<file path="src/rtl/buzzer_pkg.sv">
// Shared types and default timing for the buzzer beep scheduler.
package buzzer_pkg;

    typedef enum logic [2:0] {
        IDLE,
        KEY_BEEP,
        ALARM_HI,
        ALARM_LO,
        GAP
    } state_t;

    localparam logic [1:0] GRANT_NONE  = 2'b00;
    localparam logic [1:0] GRANT_KEY   = 2'b01;
    localparam logic [1:0] GRANT_ALARM = 2'b10;

    localparam int unsigned DEF_MS_CYCLES = 50000;
    localparam int unsigned DEF_HALF_HI   = 12500;
    localparam int unsigned DEF_HALF_LO   = 25000;
    localparam int unsigned DEF_BEEP_MS   = 100;
    localparam int unsigned DEF_GAP_MS    = 100;

    // Bits needed for a counter running 0..n-1 (at least one bit).
    function automatic int unsigned cnt_width(input int unsigned n);
        return (n > 1) ? $clog2(n) : 1;
    endfunction

endpackage

</file>
<file path="src/rtl/buzzer_tone_gen.sv">
// Square-wave generator: toggles tone every half_period cycles while enabled.
module buzzer_tone_gen #(
    parameter int unsigned HALF_W = 16
) (
    input  logic              clk,
    input  logic              rst,
    input  logic              en,
    input  logic              restart,
    input  logic [HALF_W-1:0] half_period,
    output logic              tone
);

    logic [HALF_W-1:0] cnt_q, cnt_d;
    logic              tone_q, tone_d;

    always_comb begin
        cnt_d  = cnt_q;
        tone_d = tone_q;
        if (!en || restart) begin
            cnt_d  = '0;
            tone_d = 1'b0;
        end else if (cnt_q == half_period - HALF_W'(1)) begin
            cnt_d  = '0;
            tone_d = ~tone_q;
        end else begin
            cnt_d = cnt_q + HALF_W'(1);
        end
    end

    always_ff @(posedge clk) begin
        if (rst) begin
            cnt_q  <= '0;
            tone_q <= 1'b0;
        end else begin
            cnt_q  <= cnt_d;
            tone_q <= tone_d;
        end
    end

    assign tone = tone_q;

endmodule

</file>
<file path="src/rtl/buzzer_beep_scheduler.sv">
// Shares one buzzer between a key beep and a repeating two-tone alarm,
// alarm having priority; sequences tone segments and the trailing gap.
module buzzer_beep_scheduler
    import buzzer_pkg::*;
#(
    parameter int unsigned MS_CYCLES = DEF_MS_CYCLES,
    parameter int unsigned HALF_HI   = DEF_HALF_HI,
    parameter int unsigned HALF_LO   = DEF_HALF_LO,
    parameter int unsigned BEEP_MS   = DEF_BEEP_MS,
    parameter int unsigned GAP_MS    = DEF_GAP_MS
) (
    input  logic       clk,
    input  logic       rst,
    input  logic       req_key,
    input  logic       req_alarm,
    input  logic       mute,
    output logic       buzzer,
    output logic       busy,
    output logic [1:0] grant
);

    localparam int unsigned MS_W     = cnt_width(MS_CYCLES);
    localparam int unsigned SEG_MAX  = (BEEP_MS > GAP_MS) ? BEEP_MS : GAP_MS;
    localparam int unsigned SEG_W    = cnt_width(SEG_MAX);
    localparam int unsigned HALF_MAX = (HALF_HI > HALF_LO) ? HALF_HI : HALF_LO;
    localparam int unsigned HALF_W   = cnt_width(HALF_MAX + 1);

    state_t            state_q, state_d;
    logic              key_prev_q, key_prev_d;
    logic              key_pend_q, key_pend_d;
    logic [MS_W-1:0]   ms_cnt_q, ms_cnt_d;
    logic [SEG_W-1:0]  seg_ms_q, seg_ms_d;
    logic [1:0]        grant_q, grant_d;
    logic              busy_q, busy_d;

    logic              key_edge, tick, seg_end, entry;
    logic [SEG_W-1:0]  seg_last;
    logic              tone_en;
    logic [HALF_W-1:0] half_sel;
    logic              tone;

    always_comb begin
        key_edge   = req_key & ~key_prev_q;
        key_prev_d = req_key;
        tick       = (ms_cnt_q == MS_W'(MS_CYCLES - 1));
        seg_last   = (state_q == GAP) ? SEG_W'(GAP_MS - 1) : SEG_W'(BEEP_MS - 1);
        seg_end    = tick && (seg_ms_q == seg_last);

        state_d = state_q;
        unique case (state_q)
            IDLE:     if (req_alarm) state_d = ALARM_HI;
                      else if (key_pend_q) state_d = KEY_BEEP;
            KEY_BEEP: if (req_alarm) state_d = ALARM_HI;
                      else if (seg_end) state_d = GAP;
            ALARM_HI: if (seg_end) state_d = ALARM_LO;
            ALARM_LO: if (seg_end) state_d = req_alarm ? ALARM_HI : GAP;
            GAP:      if (seg_end) state_d = IDLE;
            default:  state_d = IDLE;
        endcase

        entry = (state_d != state_q);

        // Timers restart on every state entry and sit at zero while idle.
        if (entry || state_q == IDLE) begin
            ms_cnt_d = '0;
            seg_ms_d = '0;
        end else if (tick) begin
            ms_cnt_d = '0;
            seg_ms_d = seg_ms_q + SEG_W'(1);
        end else begin
            ms_cnt_d = ms_cnt_q + MS_W'(1);
            seg_ms_d = seg_ms_q;
        end

        // A new edge in the same cycle as the KEY_BEEP entry keeps the request.
        key_pend_d = key_edge | (key_pend_q & ~(entry && state_d == KEY_BEEP));

        unique case (state_d)
            KEY_BEEP:           grant_d = GRANT_KEY;
            ALARM_HI, ALARM_LO: grant_d = GRANT_ALARM;
            default:            grant_d = GRANT_NONE;
        endcase
        busy_d = (state_d != IDLE);

        tone_en  = (state_d == KEY_BEEP) || (state_d == ALARM_HI) || (state_d == ALARM_LO);
        half_sel = (state_d == ALARM_LO) ? HALF_W'(HALF_LO) : HALF_W'(HALF_HI);
    end

    always_ff @(posedge clk) begin
        if (rst) begin
            state_q    <= IDLE;
            key_prev_q <= 1'b0;
            key_pend_q <= 1'b0;
            ms_cnt_q   <= '0;
            seg_ms_q   <= '0;
            grant_q    <= GRANT_NONE;
            busy_q     <= 1'b0;
        end else begin
            state_q    <= state_d;
            key_prev_q <= key_prev_d;
            key_pend_q <= key_pend_d;
            ms_cnt_q   <= ms_cnt_d;
            seg_ms_q   <= seg_ms_d;
            grant_q    <= grant_d;
            busy_q     <= busy_d;
        end
    end

    buzzer_tone_gen #(
        .HALF_W(HALF_W)
    ) u_tone (
        .clk        (clk),
        .rst        (rst),
        .en         (tone_en),
        .restart    (entry),
        .half_period(half_sel),
        .tone       (tone)
    );

    assign buzzer = tone & ~mute;
    assign grant  = grant_q;
    assign busy   = busy_q;

endmodule

</file>
<file path="config.mk">
export PLATFORM = sky130hd
export DESIGN_NAME = buzzer_beep_scheduler
export DESIGN_NICKNAME = d
export VERILOG_FILES = /design/src/rtl/buzzer_pkg.sv /design/src/rtl/buzzer_tone_gen.sv /design/src/rtl/buzzer_beep_scheduler.sv
export SDC_FILE = /design/constraint.sdc
export NUM_CORES = 1
export LEC_CHECK = 0
export BUFFER_PORTS_ARGS = -buffer_cell sky130_fd_sc_hd__buf_2
export CAP_MARGIN = 15
export CORE_ASPECT_RATIO = 0.9
export CORE_MARGIN = 2
export CORE_UTILIZATION = 40
export DETAILED_ROUTE_END_ITERATION = 6
export PLACE_DENSITY = 0.58
export SLEW_MARGIN = 10
export SYNTH_ARGS = -nofsm -noshare
export SYNTH_HDL_FRONTEND = slang
export SYNTH_HIERARCHICAL = 1
export SYNTH_SLANG_ARGS = --single-unit
</file>
<file path="constraint.sdc">
create_clock -name clk -period 5.24 [get_ports clk]
set_input_delay 1.048 -clock clk [delete_from_list [all_inputs] [get_ports clk]]
set_output_delay 1.048 -clock clk [all_outputs]
set_load 0.02 [all_outputs]
</file>
==> reports/qor.yml <==
floorplanning:
  design.die.area_mm2: 0.007815
  chipHeight_um: 84.07
  initial_core_util_pct: 40.89
  rows: 29
  boundaryPins: 9
  core_area_mm2: 0.006967
  fp.dieW_um: 92.96
clock_network:
  cts-hold-fix-buffers: 0
  cts_tree: "yes"
  clockRootBuffer: "sky130_fd_sc_hd__clkbuf_8"
  clk_transition_reported_paths_ps: 90
  cts-resized-gates: 0
  total_cts_buffers: 5
  htree_levels: 2
  post_cts_setup_bufs: 0
  clkSinkCount: 47
  worst_skew_pair.late_latency_ps: 300
  cts_max_path_buffers: 2
min_path:
  worst_hold_path_type: "register to register"
  min-delay-start: "ms_cnt_q[0]"
logic_synthesis:
  yosysWarningCount: 6
  post_synth_inst_count: 339
  synth-async-reset-ratio_pct: 0
  netlist.top_cell.by_area: "sky130_fd_sc_hd__dfxtp_1"
  syn_avg_cell_area_um2: 8.404
  synth_top_area_share_pct: 33.03
  yosys-mux-area-fraction_pct: 1.493
  synth_area_leaders: "sky130_fd_sc_hd__dfxtp_1 (33%), sky130_fd_sc_hd__xnor2_1 (9.5%), sky130_fd_sc_hd__nor2_1 (4.6%)"
  synth_xor_area_share_pct: 13.83
  synth-edff-count: 0
  synth_ff_type: "sky130_fd_sc_hd__dfxtp_1"
  yosys.area_share.adder_pct: 1.757
  yosys.cell_types.count: 62
  ys_seq_area_share_pct: 33.03
  synthesis.area_mm2: 0.002849
  simple_gate_fraction_of_synth_area_pct: 31.18
  synth_compound_area_share_pct: 13.31
  ys_ff_latch: 47
  synth_top_family_by_area: "simple AND/OR/NAND/NOR gates"
routing:
  highest-signal-layer: "met4"
  final_antenna_net_count: 0
  wl_met3_um: 135
  route.vias.total: 2348
  detail_route.vias_per_cell: 5.039
  drt-pass1-iter-count: 4
  route.met2.wl_um: 2430
  postRouteWirelength_um: 5580
  first_iter_violations: 94
  wire_per_inst_um: 11.97
  m1WireLength_um: 2959
  drc_errors: 0
placed_design:
  gp_routability_congestion: 0.8155
  port_buffers: 8
  dp.cells: 458
  place_hpwl_um: 4147
timing:
  final-hold-violation-count: 0
  finalSetupViolations: 0
  final-max-slew-violation-count: 0
  timing.max_slew.rel_slack_pct: 47.23
  grt_setup_unrepaired: "no"
  tightestPinTransition_ps: 791.6
  finalCritPeriodShare_pct: 83.28
  fin_tns_setup_ps: 0
  fmax_mhz: 229.2
  finalWorstPathRequiredPeriod_ps: 4364
  finClkSkew_ps: 3.585
flow_run:
  cap_violations: 0
setup_path:
  r2r_slack_ps: 880
  reg2reg_from: "ms_cnt_q[5]"
  critPathKind: "register to register"
  critPathArrivalTime_ps: 4520
  cp-endpoint: "u_tone/cnt_q[1]"
  worstSetupStartpointType: "register"
  slowest_delay_ps: 760
  critical-path-top-cell-by-count: "sky130_fd_sc_hd__o21a_1"
  cpMaxStageDelayCell: "sky130_fd_sc_hd__and4_1"
  timing.critical_path.cells: "nor4b_2, nand4_1, o21a_1, o21a_1, or4_1, nor3_1, o21ai_1, a2111oi_2, and4_1, nor3b_1"
  cp_data_required_time_ps: 5400
  rr_worst_depth: 10
  setup.worst_path.end_class: "register"
  reg2reg_to: "u_tone/cnt_q[1]"
  worstSetupStartpoint: "ms_cnt_q[5]"
  timing.critical_path.fanout_max: 17
cells_and_area:
  non_filler_cells_final: 466
  nets: 381
  layout_common_cells: "sky130_fd_sc_hd__dfxtp_1 (47), sky130_fd_sc_hd__nor2_1 (35), sky130_fd_sc_hd__conb_1 (32), sky130_fd_sc_hd__xnor2_1 (31)"
  antenna_cells: 0
  post_route_cells_drive_above_1_share_pct: 10.46
  final.fill_count: 708
  layout_commonest_cell: "sky130_fd_sc_hd__dfxtp_1"
  area_growth_pct: 10.06
power_and_ir_drop:
  powerDensity_mw_per_mm2: 209.2
  power.ir.vdd_worst_uv: 180.5
  power.static_leakage_nw: 1.012
global_route:
  grt-ovfl-total: 0
  grt_first_pass_wirelength_um: 9777
  grt_antenna_before_repair: 0
  grt_pass1_vias: 2116
  globalRouteTotalUtil_pct: 15.29
  largest_net_degree_at_the_start_of_global_routing: 21
status:
  run_status: "complete, no violations"
[critical path, delay by kind of cell, from the launching register on]
family / cells / cell delay, ps
AO/OA/AOI/OAI: 4 / 1170
AND/OR/NAND/NOR: 6 / 2650
flip-flops: 1 / 390
[final cells by class]
cell class	count	area (µm²)	share of cell area, %
clock buffer	6	82.58	2.634
clock inverter	2	13.76	0.4389
inverter	14	52.55	1.676
multi-input combinational	294	1874	59.78
sequential	47	940.9	30.01
tap	93	116.4	3.711
timing repair buffer	10	55.05	1.756
[routing by layer]
layer,vias to the layer above,GRT usage (%)
li1,1254,-
met1,1069,21.43
met2,20,24.04
met3,5,2.439
met4,0,4.813
met5,-,0
[flip-flops by register name, summed over array words and instances, names as in the netlist, 2 cells and up]
register / cells
u_tone/cnt_q: 15
ms_cnt_q: 16
grant: 2
state_q: 3
seg_ms_q: 7
[how the worst min path moves through the flow]
stage / slack (ps) / cells after the start / end
floorplan: 430 / 1 / ms_cnt_q[0]
detailed placement: 460 / 1 / ms_cnt_q[0]
finish: 470 / 1 / ms_cnt_q[0]
global placement: 450 / 1 / ms_cnt_q[0]
global route: 500 / 1 / ms_cnt_q[0]
CTS: 480 / 1 / ms_cnt_q[0]
[kinds of logic (layout without fill, tap and decap cells)]
kind of cell             count (synthesis)  count (layout)
multiplexers                             4               4
flip-flops                              47              47
XOR/XNOR                                45              45
AO/OA/AOI/OAI                           57              57
other                                    2              32
buffers and inverters                   28              32
adder cells (fa/ha/maj)                  4               4
AND/OR/NAND/NOR                        152             152
[Yosys cell counts (all sizes together) (4+ instances only)]
master,count
nor2,36
dfxtp,47
nor3b,4
inv,14
and3,5
ha,4
a21oi,15
or3,7
xnor2,31
buf,9
nand3,19
nand2,9
a21boi,4
clkbuf,5
nor3,28
nand4,14
o21ai,17
xor2,14
nand2b,5
nor4,9
[per-stage QoR]
step	setup WS [ps]	util, %	power, mW	cell area [µm²]	hold slack [ps]
floorplan	1174	-	0.4177	2962	430.0
global placement	918.9	43.62	0.4289	3039	445.2
detailed placement	890.9	43.62	0.4296	3039	455.5
CTS	865.2	45.01	0.6648	3136	476.2
global route	398.0	45.01	0.6910	3136	500.0
finish	876.1	45.01	0.6559	3136	469.1
[report_power, final]
part	internal [mW]	leakage (nW)	switching, mW	total (mW)
combinational	0.0204	0.580	0.0341	0.0545
sequential	0.362	0.381	0.00545	0.367
clock	0.108	0.0516	0.126	0.234
total	0.490	1.01	0.165	0.656
No activity file was read; power rests on OpenSTA's default activity.
